### src/rtl/if_pkg.sv
// Shared types and constants for the instruction-fetch stage.
// Used by fetch_fifo and if_fetch_unit (optional FETCH_PERF_EN counters live in the top).
package if_pkg;

  localparam int INSN_W = 32;
  localparam logic [INSN_W-1:0] NOP_INSN = '0;

  typedef enum logic [1:0] {
    ST_IDLE  = 2'd0,
    ST_WAIT  = 2'd1,
    ST_DRAIN = 2'd2
  } fetch_state_e;

  typedef struct packed {
    logic [INSN_W-1:0] pc_next;
    logic [INSN_W-1:0] insn;
  } fetch_entry_t;

endpackage

### src/rtl/fetch_fifo.sv
// DEPTH-entry synchronous FIFO of {PC+4, instruction} pairs.
// clear has priority over push and pop; head is read straight from storage registers.
import if_pkg::*;

module fetch_fifo #(
  parameter int DEPTH = 2
) (
  input  logic                   clk,
  input  logic                   reset,
  input  logic                   push,
  input  logic                   pop,
  input  logic                   clear,
  input  fetch_entry_t           din,
  output fetch_entry_t           dout,
  output logic [$clog2(DEPTH):0] count,
  output logic                   empty
);

  localparam int PTR_W = $clog2(DEPTH);
  localparam logic [PTR_W-1:0] PTR_ONE = PTR_W'(1);
  localparam logic [PTR_W:0]   CNT_ONE = (PTR_W + 1)'(1);
  localparam logic [PTR_W:0]   CNT_MAX = (PTR_W + 1)'(DEPTH);

  fetch_entry_t     mem_q [DEPTH];
  logic [PTR_W-1:0] rd_ptr_q;
  logic [PTR_W-1:0] wr_ptr_q;
  logic [PTR_W:0]   count_q;
  logic             do_push;
  logic             do_pop;

  assign do_pop  = pop  && (count_q != '0) && !clear;
  assign do_push = push && ((count_q != CNT_MAX) || do_pop) && !clear;

  // NOTE: sequential state uses non-blocking assignments so every register samples pre-edge values.
  always_ff @(posedge clk or negedge reset) begin
    if (!reset) begin
      rd_ptr_q <= '0;
      wr_ptr_q <= '0;
      count_q  <= '0;
    end else if (clear) begin
      rd_ptr_q <= '0;
      wr_ptr_q <= '0;
      count_q  <= '0;
    end else begin
      if (do_push) wr_ptr_q <= wr_ptr_q + PTR_ONE;
      if (do_pop)  rd_ptr_q <= rd_ptr_q + PTR_ONE;
      case ({do_push, do_pop})
        2'b10:   count_q <= count_q + CNT_ONE;
        2'b01:   count_q <= count_q - CNT_ONE;
        default: count_q <= count_q;
      endcase
    end
  end

  // NOTE: storage is deliberately not reset; consumers gate the head with empty.
  always_ff @(posedge clk) begin
    if (do_push) mem_q[wr_ptr_q] <= din;
  end

  assign dout  = mem_q[rd_ptr_q];
  assign count = count_q;
  assign empty = (count_q == '0);

endmodule

### src/rtl/if_fetch_unit.sv
// Instruction-fetch stage: PC, single-outstanding imem request FSM, fetch FIFO, branch redirect.
// Define FETCH_PERF_EN to add fetch_cnt/drop_cnt performance counters.
import if_pkg::*;

module if_fetch_unit #(
  parameter int          DEPTH    = 2,
  parameter logic [31:0] RESET_PC = 32'h0
) (
  input  logic        clk,
  input  logic        reset,
  input  logic        IFID_write,
  input  logic        branch_taken,
  input  logic [31:0] branch_target,
  output logic        imem_req,
  output logic [31:0] imem_addr,
  input  logic        imem_ack,
  input  logic [31:0] imem_rdata,
  output logic [31:0] InsOut,
  output logic [31:0] PC_out,
  output logic        out_valid
`ifdef FETCH_PERF_EN
  ,
  output logic [31:0] fetch_cnt,
  output logic [31:0] drop_cnt
`endif
);

  localparam int CNT_W = $clog2(DEPTH) + 1;
  localparam logic [CNT_W-1:0] CNT_ONE = CNT_W'(1);
  localparam logic [CNT_W-1:0] DEPTH_C = CNT_W'(DEPTH);

  fetch_state_e     state_q;
  logic [31:0]      pc_q;
  logic             req_q;
  logic [31:0]      addr_q;

  logic [31:0]      pc_plus4;
  logic             push;
  logic             pop;
  logic             drop;
  logic             room;
  logic [CNT_W-1:0] count_after;
  logic [CNT_W-1:0] fifo_count;
  logic             fifo_empty;
  fetch_entry_t     fifo_din;
  fetch_entry_t     fifo_dout;

  assign pc_plus4 = pc_q + 32'd4;
  assign push     = (state_q == ST_WAIT) && imem_ack && !branch_taken;
  assign pop      = !fifo_empty && IFID_write;
  assign drop     = imem_ack && (((state_q == ST_WAIT) && branch_taken) || (state_q == ST_DRAIN));

  assign fifo_din.pc_next = pc_plus4;
  assign fifo_din.insn    = imem_rdata;

  // Space is reserved at issue time: the FIFO occupancy after this edge must leave a free slot.
  // NOTE: every always_comb output gets a default first so no latch is inferred.
  always_comb begin
    count_after = fifo_count;
    if (push && !pop) count_after = fifo_count + CNT_ONE;
    if (pop && !push) count_after = fifo_count - CNT_ONE;
  end

  assign room = (count_after < DEPTH_C);

  always_ff @(posedge clk or negedge reset) begin
    if (!reset) begin
      state_q <= ST_IDLE;
      pc_q    <= RESET_PC;
      req_q   <= 1'b0;
      addr_q  <= '0;
    end else begin
      req_q <= 1'b0;
      if (branch_taken) begin
        pc_q <= branch_target;
        case (state_q)
          ST_WAIT, ST_DRAIN: state_q <= imem_ack ? ST_IDLE : ST_DRAIN;
          default:           state_q <= ST_IDLE;
        endcase
      end else begin
        case (state_q)
          ST_IDLE: begin
            if (room) begin
              req_q   <= 1'b1;
              addr_q  <= pc_q;
              state_q <= ST_WAIT;
            end
          end
          ST_WAIT: begin
            if (imem_ack) begin
              pc_q <= pc_plus4;
              if (room) begin
                req_q  <= 1'b1;
                addr_q <= pc_plus4;
              end else begin
                state_q <= ST_IDLE;
              end
            end
          end
          ST_DRAIN: begin
            if (imem_ack) state_q <= ST_IDLE;
          end
          default: state_q <= ST_IDLE;
        endcase
      end
    end
  end

  fetch_fifo #(
    .DEPTH (DEPTH)
  ) u_fifo (
    .clk   (clk),
    .reset (reset),
    .push  (push),
    .pop   (pop),
    .clear (branch_taken),
    .din   (fifo_din),
    .dout  (fifo_dout),
    .count (fifo_count),
    .empty (fifo_empty)
  );

  assign imem_req  = req_q;
  assign imem_addr = addr_q;
  assign out_valid = !fifo_empty;
  assign InsOut    = fifo_empty ? NOP_INSN : fifo_dout.insn;
  assign PC_out    = fifo_empty ? 32'h0    : fifo_dout.pc_next;

`ifdef FETCH_PERF_EN
  logic [31:0] fetch_cnt_q;
  logic [31:0] drop_cnt_q;

  always_ff @(posedge clk or negedge reset) begin
    if (!reset) begin
      fetch_cnt_q <= '0;
      drop_cnt_q  <= '0;
    end else begin
      if (push) fetch_cnt_q <= fetch_cnt_q + 32'd1;
      if (drop) drop_cnt_q  <= drop_cnt_q + 32'd1;
    end
  end

  assign fetch_cnt = fetch_cnt_q;
  assign drop_cnt  = drop_cnt_q;
`else
  logic unused_drop;
  assign unused_drop = drop;
`endif

endmodule

### config.mk
export PLATFORM = sky130hd
export DESIGN_NAME = if_fetch_unit
export DESIGN_NICKNAME = d
export VERILOG_FILES = /design/src/rtl/if_pkg.sv /design/src/rtl/fetch_fifo.sv /design/src/rtl/if_fetch_unit.sv
export SDC_FILE = /design/constraint.sdc
export NUM_CORES = 1
export LEC_CHECK = 0
export ABC_AREA = 0
export CORE_UTILIZATION = 35
export DETAILED_ROUTE_END_ITERATION = 10
export PLACE_DENSITY_LB_ADDON = 0.08
export REMOVE_ABC_BUFFERS = 1
export SYNTH_ARGS = -nofsm -noshare
export SYNTH_HDL_FRONTEND = slang
export SYNTH_SLANG_ARGS = --single-unit
### constraint.sdc
create_clock -name clk -period 14.2 [get_ports clk]
set_clock_uncertainty 0.15 [all_clocks]
set_input_delay 2.84 -clock clk [delete_from_list [all_inputs] [get_ports clk]]
set_output_delay 2.84 -clock clk [all_outputs]
set_load 0.005 [all_outputs]
; Word-level counts from Yosys, hierarchy flattened
; Memory sizes are Yosys's and may differ from the RTL's.
; Cells that the tools add are included.
[classes]
add_sub_neg = 5
mux = 31
eq_ne = 12
bitwise_logic = 1
order_cmp = 1
reduce_logical = 27
[ops]
columns = op, count
row1 = $mux W32, 8
row2 = $pmux W32 S2, 1
row3 = $add A32 B3 Y32 const B, 1
row4 = $mux W2, 10
row5 = $ne A3 B3 Y1 const B, 4
row6 = $reduce_bool A2 Y1, 6
row7 = $logic_and A1 B1 Y1, 9
row8 = $mux W1, 9
row9 = $ne A2 B2 Y1 const B, 4
row10 = $pmux W2 S3, 1
row11 = $reduce_and A5 Y1, 1
row12 = $eq A2 B1 Y1 const B, 2
row13 = $eq A2 B2 Y1 const B, 2
row14 = $logic_not A1 Y1, 4
row15 = $logic_not A2 Y1, 2
row16 = $pmux W2 S2, 1
row17 = $reduce_and A4 Y1, 1
row18 = $reduce_bool A3 Y1, 1
row19 = $add A1 B1 Y1 const B, 2
row20 = $add A2 B1 Y2 const B, 1
row21 = $lt A2 B2 Y1 const B, 1
row22 = $pmux W1 S2, 1
row23 = $reduce_and A2 Y1, 1
row24 = $reduce_or A2 Y1, 1
row25 = 3 further kinds, 3
[word_totals]
register_bits = 71
ramBits = 128
output_inout_bits = 98
input_bits = 69
mem_count = 1
wordCells = 85
[memory_table]
columns = name, depth, width, rd, rd_ports_with_merged_regs, wr, line
row1 = u_fifo.mem_q, 2, 64, 1, 0, 1, fetch_fifo.sv:24  ; fetch_entry_t mem_q [DEPTH];

; Logic depth before layout (Yosys ltp)
; Gate-level depths: netlist of the first run.
[logic_depth]
word_depth = 12
mapped_depth = 9
mapped_depth_nobuf = 7

; Hierarchy
; A second synthesis of the first run with hierarchy kept.
[hier_totals]
hier_cells = 749
area_unflattened_um2 = 9585.4
[modules_own_cells]
columns = module, seq_area_each_um2, area_per_inst_um2, cells_each, n_inst
row1 = fetch_fifo, 3943.8, 4879.7, 224, 1
row2 = if_fetch_unit, 1676.6, 4705.8, 525, 1

; Worst setup path before layout of the first run
; No wires, ideal clock.
[synth_timing]
path_kind = input port to flip-flop
from = input port imem_ack
to = memory u_fifo.mem_q[0][0] (netlist bit), enable pin
path_buffers = 1
t_arrival_ps = 8038
slack_ps = 5434
setup_time_ps = 578
required_ps = 13472
path_stages = 4
path_cell_list = nand2_1 -> clkbuf_1 -> a21oi_1 -> nor3b_1
[synth_between]
elab_chain_len = 6
[synth_rtl]
columns = element, line
row1 = "start, declared", if_fetch_unit.sv:16  ; input logic imem_ack,
row2 = $logic_and A1 B1 Y1 (2 in series), if_fetch_unit.sv:49  ; assign push = (state_q == ST_WAIT) && imem_ack && !branch_taken;
row3 = $logic_and A1 B1 Y1 (2 in series), fetch_fifo.sv:32  ; assign do_push = push && ((count_q != CNT_MAX) || do_pop) && !clear;
row4 = $mux W1, fetch_fifo.sv:57  ; if (do_push) mem_q[wr_ptr_q] <= din;
row5 = $mux W1 (not written as such), fetch_fifo.sv:57
row6 = "end, declared", fetch_fifo.sv:24
; Every way passes these cells.

; Worst setup path in the final report of the first run
[layout_timing]
from = input port imem_ack
to = register addr_q[16] (netlist: imem_addr[16])
[layout_between]
elab_chain_len = 8
elab_cells_between_ends = 12
classes_between = order compare: 1 / eq/ne: 3 / mux: 2 / reduce/logical: 6
[layout_rtl]
columns = element, line
row1 = $logic_and A1 B1 Y1 (2 in series), if_fetch_unit.sv:49
row2 = $logic_and A1 B1 Y1 / $logic_not A1 Y1 (equally long branches), "if_fetch_unit.sv:60, if_fetch_unit.sv:61"
row3 = $mux W2 / $logic_and A1 B1 Y1 (equally long branches), "if_fetch_unit.sv:60, if_fetch_unit.sv:61"
row4 = $mux W2, if_fetch_unit.sv:61  ; if (pop && !push) count_after = fifo_count - CNT_ONE;
row5 = $lt A2 B2 Y1, if_fetch_unit.sv:64  ; assign room = (count_after < DEPTH_C);
row6 = $ne A2 B2 Y1 (no source line), --
row7 = $reduce_and A5 Y1 (no source line) *, --
row8 = "end signal, assigned", if_fetch_unit.sv:85  ; addr_q <= pc_q;
row9 = "end signal, assigned", if_fetch_unit.sv:94  ; addr_q <= pc_plus4;
row10 = "end, declared", if_fetch_unit.sv:35  ; logic [31:0] addr_q;
; Every way passes the cells marked *; elsewhere a longest branch is shown, timed or not.
; A chain may end at the register's enable or synchronous reset.

==> results.yml, run 1 <==
status:
  outcome: "finished with violations"
  violations: "DRC"
route:
  vias_per_cell: 4.92
  drtIter0Drc: 336
  drtPass1Iterations: 8
  routedWlPerCell_um: 17.6
  drt_wl_total_um: 21900
  drcViolationCount: 14
  num_vias: 6113
  drt.antenna.violating_nets: 0
hold_path:
  worstHoldStart: "pc_q[0]"
  worst_hold_path.num_cells: 0
  hold_end: "u_fifo.mem_q[0][32]"
  hp-class: "register to register"
synthesis:
  synthTopCellsByArea: "edfxtp_1, dfrtp_1, mux2i_1"
  syn_area_per_cell_sq_um: 12.3
  synthFlopType: "edfxtp_1"
  synth_warnings: 0
  async_reset_ff_share_pct: 35.7
  synth_top_area_share_pct: 40.9
  ys_seq_area_share_pct: 59.8
  synth_edf_count: 128
  synthCells: 761
  yosys_register_bits: 199
  yosysTopAreaCell: "edfxtp_1"
  syn_area_sq_um: 9400
  ys_types: 41
grt:
  grtUsageMet3_pct: 3.24
  use_met2_pct: 26.9
  busiest_layer: "met2"
  overflow: 0
  track_usage_pct: 16.4
  use_met1_pct: 22.6
  grt_start_max_net_pins: 75
  first_global_vias: 6331
  antenna_found_initial: 0
  grt_pass1_wl_um: 35200
sta:
  finalMaxSlewViolations: 0
  setup_tns_ns: 0
  period_needed_ns: 6.02
  hold_violations: 0
  rsz0062_at_grt: "no"
  fin_crit_sh_pct: 42.4
  slew_headroom_pct: 23.9
  setup_viol_count_final: 0
  tightestPinTransition_ns: 1.14
  fmax_mhz: 166
flow_run:
  cap_violations: 0
die:
  fp.dieArea_sq_um: 27500
  io_pins: 167
  fp.dieH_um: 166
  core-area_sq_um: 26200
  start_util_pct: 35.9
  num_rows: 59
  chipWidth_um: 166
worst_setup_path:
  rr_startpoint: "u_fifo.count[1]"
  cp_max_fo: 31
  critical_path_class: "primary input to register"
  crit-reg2reg-capture: "imem_addr[16]"
  worst_setup_path_start_kind: "primary input"
  r2r_cells: 8
  r2r_slack_ns: 9.92
  cp-end-kind: "register"
  required_ns: 14.36
  cp.arrival_ns: 6.18
clocking:
  htree_levels: 4
  cts.sinks: 199
  postCtsHoldBufs: 0
  postCtsSetupRepairBufs: 0
  cts_root_buf: "clkbuf_16"
  cts_tree: "done"
  cts_inserted_buffers: 17
  cts_buffer_depth: 2
  cts_resized: 0
  insertion_delay_ns: 0.43
  clkSlewWorstSetupHoldPaths_ns: 0.08
cells_and_area:
  fillers: 2421
  antenna_cells: 0
  drive_gt1_share_pct: 9.58
  layout-area-overhead-vs-synth_pct: 26.5
  layout.nets: 970
pwr:
  ir_drop_mv: 0.0869
  power_density_nw_per_um2: 161
  leakage_nw: 4.25
  power.total_mw: 1.91
placement:
  portBuffers: 166
  dp.final_hpwl_um: 14400
  place.gp.congestion: 0.807
per-layer routing:
metal / routed length (um) / part of all wire, %
met5: 0 / 0
met4: 185 / 0.85
met3: 996 / 4.6
met2: 10400 / 47
met1: 10300 / 47
power by group:
part	leakage, nW	internal (mW)	switching [mW]
Clock	0.287	0.239	0.245
Combinational	1.93	0.382	0.270
Sequential	2.03	0.703	0.0745
how the worst max path moves through the flow:
stage                        start                  to  slack, ns
after global placement    imem_ack       imem_addr[17]       7.86
final                     imem_ack       imem_addr[16]       8.18
after CTS                 imem_ack       imem_addr[10]       8.18
after floorplan           imem_ack  u_fifo.mem_q[0][0]       5.46
after global routing      imem_ack       imem_addr[16]       8.00
after detailed placement  imem_ack        imem_addr[4]       7.73
critical path: stages:
cell             delay [ns]
clkdlybuf4s50_1        0.64
and2_1                 0.80
nor2_1                 0.11
or2_2                  0.35
or3_2                  0.94
mux2_4                 0.46
synthesized netlist by cell type (all sizes together), types with 2 or more instances:
cell and count:
nor4 10, nand4 19, ha 6, xnor2 52, dfrtp 71, nand3 32, maj3 2, nor2 90
inv 6, mux2i 66, xor2 36, clkbuf 42, nor4b 2, nand3b 2, and3b 2, edfxtp 128
nor3 13, nand2b 2, and3 9, buf 18, a21oi 2, mux2 35, o21ai 35, and2 3
and4 7, nor2b 2, nand2 58, or4 2
through the flow:
stage	hold WS (ns)	instances	cell area [sq um]	setup WS, ns	util (%)
floorplan	0.310	701	9140	5.46	-
global placement	0.334	1211	11300	7.86	43.1
detailed placement	0.338	1211	11300	7.73	43.1
CTS	0.350	1243	11900	8.18	45.4
global route	0.376	1243	11900	8.00	45.4
finish	0.352	1243	11900	8.18	45.4
final cells by class:
cell class | count | area, sq um | area share, %
Sequential cell | 199 | 5620 | 47.3
Multi-Input combinational cell | 496 | 3500 | 29.5
Timing Repair Buffer | 175 | 1720 | 14.5
Clock buffer | 17 | 425 | 3.58
Tap cell | 335 | 419 | 3.52
Clock inverter | 15 | 175 | 1.47
Inverter | 6 | 22.5 | 0.189
kinds of logic after synthesis:
logic type      Yosys count  share of synthesized area, %
xor+xnor                 88                          8.20
simple gates            257                          13.1
mux                     101                          12.4
fa+ha+maj                 8                          1.04
buf+inv                  66                          3.04
flops                   199                          59.8
compound gates           42                          2.40
cells in the final DEF (no fill, tap or decap), types with 2 or more instances in the layout:
master           Yosys  final
edfxtp_1           128    128
xor2_1              36     36
ha_1                 6      5
nor4_1              10     10
dfrtp_1             71     70
clkdlybuf4s50_1      0    164
or4_1                2      2
inv_1                6      6
nor3_1              13     13
xnor2_1             52     52
nand4_1             19     19
nor2_1              90     90
clkbuf_16            0     17
buf_4                0     10
maj3_2               2      2
mux2_2               5      5
and4_1               7      7
nand3_1             32     32
clkinv_8             0      5
and2_1               3      3
inv_6                0      4
nor4b_1              2      2
nand2_1             58     58
inv_8                0      2
o21ai_0             35     35
mux2_4              30     30
nand2b_1             2      2
mux2i_1             66     66
a21oi_1              2      2
nor2b_1              2      2
and3_1               9      9
state kept, by name (all words and copies together), names as in the netlist:
name	count
imem_req	1
u_fifo.rd_ptr_q	1
u_fifo.mem_q	128
u_fifo.count	2
imem_addr	32
state_q	2
pc_q	32
u_fifo.wr_ptr_q	1
Power figures use the tool's default switching activity.
==> run 2: changes to the inputs <==
Clock period 14.2 ns to 4.9 ns, I/O delays scaled along.
==> run 2 against run 1 <==
  * The run still ends with DRC left
  * Non-clock buffer count increased by 4
  * Sequential share of layout area is essentially flat
  * Setup slack lost 7.0 ns
==> results.yml, run 2 (synthesized netlist as in run 1, its figures left out) <==
route:
  num_vias: 6162
  drtIter0Drc: 463
  drcViolationCount: 14
  vias_per_cell: 4.95
  routedWlPerCell_um: 18.0
  drt_wl_total_um: 22500
  drtPass1Iterations: 7
  drt.antenna.violating_nets: 0
cells_and_area:
  layout-area-overhead-vs-synth_pct: 26.6
  antenna_cells: 0
  top_register: "u_fifo.mem_q"
  final_common_cell: "clkdlybuf4s50_1"
  final_util_pct: 45.4
  design_area_sq_um: 11900
  largest_register_ffs: 128
  mostFrequentLayoutCells: "clkdlybuf4s50_1, edfxtp_1, nor2_1, dfrtp_1, mux2i_1"
  layout.nets: 974
  drive_gt1_share_pct: 9.77
clocking:
  cts_buffer_depth: 2
  postCtsSetupRepairBufs: 0
  cts_tree: "done"
  insertion_delay_ns: 0.43
  postCtsHoldBufs: 0
  cts_resized: 0
  clkSlewWorstSetupHoldPaths_ns: 0.08
  cts_inserted_buffers: 17
  cts_root_buf: "clkbuf_16"
  cts.sinks: 199
  htree_levels: 4
pwr:
  p_seq_share_pct: 41.9
  leakage_nw: 4.25
  power_density_nw_per_um2: 462
  power.total_mw: 5.49
  netSwitchingFraction_pct: 30.5
  ir_drop_mv: 0.292
  power_switching_mw: 1.67
  intPower_mw: 3.82
  comb_power_share_pct: 34.2
  clkPwrFrac_pct: 23.9
status:
  outcome: "finished with violations"
  violations: "DRC"
worst_setup_path:
  r2r_slack_ns: 1.61
  path_buf_inv: 2
  crit-reg2reg-capture: "imem_addr[16]"
  r2r_cells: 7
  cpPeakStageDelay_ns: 0.99
  cp.arrival_ns: 2.57
  worst_setup_path_start_kind: "register"
  crit_chain: "buf_4 -> mux2i_1 -> nor2_1 -> clkdlybuf4s50_1"
  rr_startpoint: "u_fifo.count[1]"
  cp_max_fo: 46
  crit_family: "flip-flops"
  critical_path_class: "register to primary output"
  slowest_stage: "dfrtp_4"
  cp-end-kind: "primary output"
  required_ns: 3.77
sta:
  slew_headroom_pct: 27.2
  finalMaxSlewViolations: 0
  rsz0062_at_grt: "no"
  setup_viol_count_final: 0
  tightestPinTransition_ns: 1.09
  hold_violations: 0
  fin_crit_sh_pct: 75.5
  period_needed_ns: 3.70
  setup_tns_ns: 0
  setup_ws_ns: 1.20
  fmax_mhz: 270
die:
  core-area_sq_um: 26200
  fp.dieH_um: 166
  num_rows: 59
  start_util_pct: 35.9
  chipWidth_um: 166
  fp.dieArea_sq_um: 27500
  io_pins: 167
grt:
  grt_start_max_net_pins: 73
  overflow: 0
  first_global_vias: 6529
  antenna_found_initial: 0
  grt_pass1_wl_um: 36300
  track_usage_pct: 17.0
placement:
  placed_cell_area_sq_um: 11300
  portBuffers: 166
  place.gp.congestion: 0.799
  pre_cts_ws_ns: 0.811
  dp.final_hpwl_um: 14900
hold_path:
  hp-class: "register to register"
  hold_end: "u_fifo.mem_q[0][33]"
  worst_hold_path.num_cells: 0
  worstHoldStart: "pc_q[1]"
flow_run:
  cap_violations: 0
-- run 2: changes by cell type in the layout (fill, tap and decap cells not counted), sizes merged --
| cell | previous run | this run |
|---|---|---|
| inv | 13 | 10 |
| buf | 11 | 15 |
| clkinv | 7 | 9 |
-- run 2: how the worst max path moves through the flow --
stage,cells after the start,slack (ns),start,endpoint
2_1_floorplan,5,-2.39,u_fifo.count[1],u_fifo.mem_q[0][0]
4_1_cts,4,1.14,u_fifo.rd_ptr_q,InsOut[15]
5_1_grt,4,1.00,u_fifo.rd_ptr_q,InsOut[27]
3_5_place_dp,6,0.81,imem_ack,imem_addr[16]
6_report,4,1.20,u_fifo.rd_ptr_q,InsOut[15]
3_3_place_gp,6,0.86,imem_ack,imem_addr[1]
-- run 2: final cells by class --
class / count / area, sq um
fill: 2366 / 14300
sequential: 199 / 5620
multi-input combinational: 496 / 3500
timing repair buffer: 179 / 1780
clock buffer: 17 / 425
tap: 335 / 419
clock inverter: 14 / 123
inverter: 6 / 22.5
-- run 2: layer usage --
metal / up-vias / share of wire [%] / global-route usage, %
met4: 0 / 1.2 / 4.75
met1: 3009 / 46 / 22.5
met3: 15 / 4.7 / 3.22
li1: 2964 / - / -
met5: - / 0 / 0
met2: 174 / 48 / 28.4
-- run 2: power groups by stage --
stage	Clock, mW	Sequential [mW]	Combinational [mW]
finish	1.31	2.30	1.88
global route	1.43	2.34	2.04
CTS	1.36	2.31	1.92
detailed placement	0	2.33	1.91
global placement	0	2.33	1.87
floorplan	0	2.29	0.967
-- run 2: through the flow --
step | hold WS, ns | cells
final | 0.363 | 1246
after detailed placement | 0.345 | 1215
after global routing | 0.378 | 1246
after CTS | 0.363 | 1246
after global placement | 0.328 | 1215
after floorplan | 0.310 | 701
